### config.mk
export PLATFORM = sky130hd
export DESIGN_NAME = dem_pair_adder
export DESIGN_NICKNAME = d
export VERILOG_FILES = /design/src/rtl/dem_recombine_checker_pair_adder.sv
export SDC_FILE = /design/constraint.sdc
export NUM_CORES = 1
export LEC_CHECK = 0
export BUFFER_PORTS_ARGS = -buffer_cell sky130_fd_sc_hd__buf_2
export CAP_MARGIN = 20
export CORE_MARGIN = 1.5
export CORE_UTILIZATION = 42
export CTS_CLUSTER_DIAMETER = 30
export DETAILED_ROUTE_END_ITERATION = 8
export GPL_TIMING_DRIVEN = 0
export PLACE_DENSITY_LB_ADDON = 0.25
export SLEW_MARGIN = 0
export SYNTH_ARGS = -nofsm -noshare
export SYNTH_HDL_FRONTEND = slang
export SYNTH_SLANG_ARGS = --single-unit
### constraint.sdc
create_clock -name clk_i -period 2.16 [get_ports clk_i]
set_clock_uncertainty 0.15 [all_clocks]
set_input_delay 0.216 -clock clk_i [delete_from_list [all_inputs] [get_ports clk_i]]
set_output_delay 0.216 -clock clk_i [all_outputs]
set_load 0.005 [all_outputs]
### src/rtl/dem_recombine_checker_pair_adder.sv
// Registered unsigned pair adder with carry-out growth and a valid passthrough.
// Latency 1 cycle; no backpressure, flush_i drops the in-flight valid only.
module dem_pair_adder #(
    parameter int W = 16
) (
    input  logic         clk_i,
    input  logic         reset_i,
    input  logic         flush_i,
    input  logic         valid_i,
    input  logic [W-1:0] a_i,
    input  logic [W-1:0] b_i,
    output logic         valid_o,
    output logic [W:0]   sum_o
);

    logic [W:0] sum_d;
    logic [W:0] sum_q;
    logic       valid_d;
    logic       valid_q;

    always_comb begin
        sum_d   = {1'b0, a_i} + {1'b0, b_i};
        valid_d = valid_i & ~flush_i;
    end

    always_ff @(posedge clk_i) begin
        if (reset_i) begin
            sum_q   <= '0;
            valid_q <= 1'b0;
        end else begin
            sum_q   <= sum_d;
            valid_q <= valid_d;
        end
    end

    assign sum_o   = sum_q;
    assign valid_o = valid_q;

endmodule

==> results.md <==
- Syn nets: 187
- CP delay by family, top: compound AO/OA/AOI/OAI gates
- CP Data Required Time: around 2.2 ns
- Peak supply drop: roughly 360 uV
- P_sw: 0.294 mW
- Count of cell types in the netlist: 42
- Worst Path Arrival: 2.18 ns
- CTS clk-pin slew, worst paths: 0.11 ns
- TritonCTS clock tree: built
- Gr ovfl total: 0
- GRT Util Overall: about 18%
- Die Area: 3230 um^2
- Vias in the first global route: 1162
- Ant diodes: 0
- CP startpoint kind: primary input
- CTS sink count: 18
- Tmin final: 2.13 ns
- Area leader, netlist: dfxtp_1
- Clk root buf: clkbuf_4
- Initial Utilization: 44.2%
- DR pass1 iterations: 4
- Combinational share of power: 37.0%
- Register area share after synthesis: just under 30%
- Final wirelength: ~2700 um
- Die Width: 56.9 um
- Layout fillers: between 200 and 300
- Critical path buffer and inverter count: 1
- Synth top area share: about 30%
- Outcome: finished clean
- Top post-synthesis cells by area: dfxtp_1 (30%), ha_1 (16%), nor2_1 (4.6%)
- Starting DRT DRC Count: 12
- Largest net degree at the start of global routing: 11
- Tightest Hold Check Type: primary input to register
- Asr flop ratio synth: 0%
- GP Congestion: between 0.7 and 0.8
- Slew HR: 70.7%
- Proportion of layout cells with a drive suffix above 1: a little over a third
- Hold WS: ~0.0044 ns
- Final-stage net count: ~250
- Number of synthesized flops with an enable pin: 0
- Pint: 0.653 mW
- Layout area overhead: 32.1%
- Fin crit share: 98.6%
- Hpwl dp: 2260 um
- Die H: 56.9 um
- Vias: approximately 1200
- CTS H-tree depth: 1
- Max stage delay on crit path: around 0.38 ns
- Max-cap violations: 0
- Maximum clock insertion buffer count: 2
- Syn avg cell area: a little over 9 um^2
- Flops & latches, synth: 18
- Hold path start: valid_i
- # setup viols final: 0
- # rows: 19
- # IOs: between 50 and 60
- Crit path cell chain: buf_2 > ha_4 > fa_2 > a21o_1 > a221oi_4 > nor3_2 > a211oi_2 > mux2_4
- DR DRC count: 0
- Least-Margin Pin Slew: 0.440 ns
- Avg Vias per Cell: 5.30
- Power Density: about 590 nW/um^2
- DP Area: between 1500 and 2000 um^2
- CP Capture Type: register
- Initial antenna violation count: 0
- Worst path slowest cell: fa_2
- Syn Inst Count: 134
- Antenna-violating nets left: 0
- Final Max Slew Viols: 0
- Fmax: 0.469 GHz
- Ys Warns: 0
- Syn Std Cell Area: 1220 um^2
- Fin. Hold Viols: 0
- Clk pwr share: 22.7%
- PortBufs: 53
- Most frequent cells in the layout: buf_2 (54), dfxtp_1 (18), nor2_1 (15), ha_1 (15), a21oi_1 (10)
- Pleak: 0.822 nW
- Worst-path fanout max: 4
- Wire per inst: 12.1 um
- Ys flop type: dfxtp_1
- Sw Ratio: a little under a third
- Critical Path Start: a_i[0]
- Sequential power share: about two fifths
- CTS Buf Count: 3
- Final instance area: around 1600 um^2
- Most common cell after layout, fill and taps aside: buf_2
- Type of the worst setup path: primary input to register
- First-pass GRT wire length: 4600 um
- Core area: approximately 2800 um^2
state kept, by name, indices dropped and copies added (netlist names):
name	count
sum_o	17
valid_o	1
power groups by stage:
| stage | Combinational (mW) | Sequential (mW) | Clock, mW |
|---|---|---|---|
| 2_1_floorplan | 0.212 | 0.397 | 0 |
| 3_3_place_gp | 0.326 | 0.388 | 0 |
| 3_5_place_dp | 0.335 | 0.390 | 0 |
| 4_1_cts | 0.340 | 0.382 | 0.219 |
| 5_1_grt | 0.392 | 0.385 | 0.229 |
| 6_report | 0.350 | 0.381 | 0.215 |
cell families (layout without fill, tap and decap cells):
family | count (synthesis) | after routing | synth area share, %
and+or+nand+nor | 42 | 42 | 16.9
adders and majority gates | 17 | 17 | 18.1
AOI/OAI and AO/OA | 35 | 35 | 21.9
DFF | 18 | 18 | 29.6
xor gates and xnor gates | 9 | 9 | 6.47
muxes | 4 | 4 | 3.59
buffers and inverters | 9 | 70 | 3.49
Yosys cell counts (2+ instances only):
cell	count
o21ai_0	2
a21oi_1	10
xor2_1	3
mux2_1	2
a211oi_1	2
inv_1	5
o21bai_1	2
and3_1	2
o211ai_1	2
nor2b_1	6
xnor2_1	6
a21o_1	6
dfxtp_1	18
ha_1	16
nand3_1	6
nand2_1	6
nor2_1	15
timing repair:
item | 4_1_cts | 5_1_grt
setup buffers | 0 | 3
hold buffers | 1 | 0
gates resized for setup | 0 | 1
hold endpoints to repair | 1 | 0
endpoints found under the setup margin | 0 | 1
area by class of cell:
| cell class | instances | area [um^2] | share of cell area (%) |
|---|---|---|---|
| buffer | 4 | 23.8 | 1.48 |
| clock buffer | 4 | 36.3 | 2.25 |
| inverter | 5 | 18.8 | 1.17 |
| multi-input combinational | 107 | 835 | 51.8 |
| sequential | 18 | 360 | 22.4 |
| tap | 31 | 38.8 | 2.41 |
| timing repair buffer | 57 | 298 | 18.5 |
worst paths after layout:
| check | end | slack (ns) | cells after the start |
|---|---|---|---|
| max | sum_o[12] | 0.03 | 8 |
| min | valid_o | 0.004 | 2 |
metal layers:
| layer | track usage, % | wire [um] | vias to the layer above |
|---|---|---|---|
| met4 | 7.97 | 58 | 0 |
| met5 | 0 | 0 | - |
| met2 | 33.6 | 1370 | 33 |
| met1 | 19.9 | 1180 | 549 |
| met3 | 2.07 | 133 | 5 |
| li1 | - | - | 610 |
metrics by stage:
stage,total power [mW],util [%],instances,setup TNS (ns),setup WS [ns]
finish,0.947,58.4,226,0,0.0300
global route,1.01,58.4,226,-0.0205,-0.0205
CTS,0.941,57.4,223,0,0.0168
detailed placement,0.725,55.8,218,-0.652,-0.301
global placement,0.714,55.8,218,-0.541,-0.245
floorplan,0.609,-,134,0,0.0201
Power figures use the tool's default switching activity.
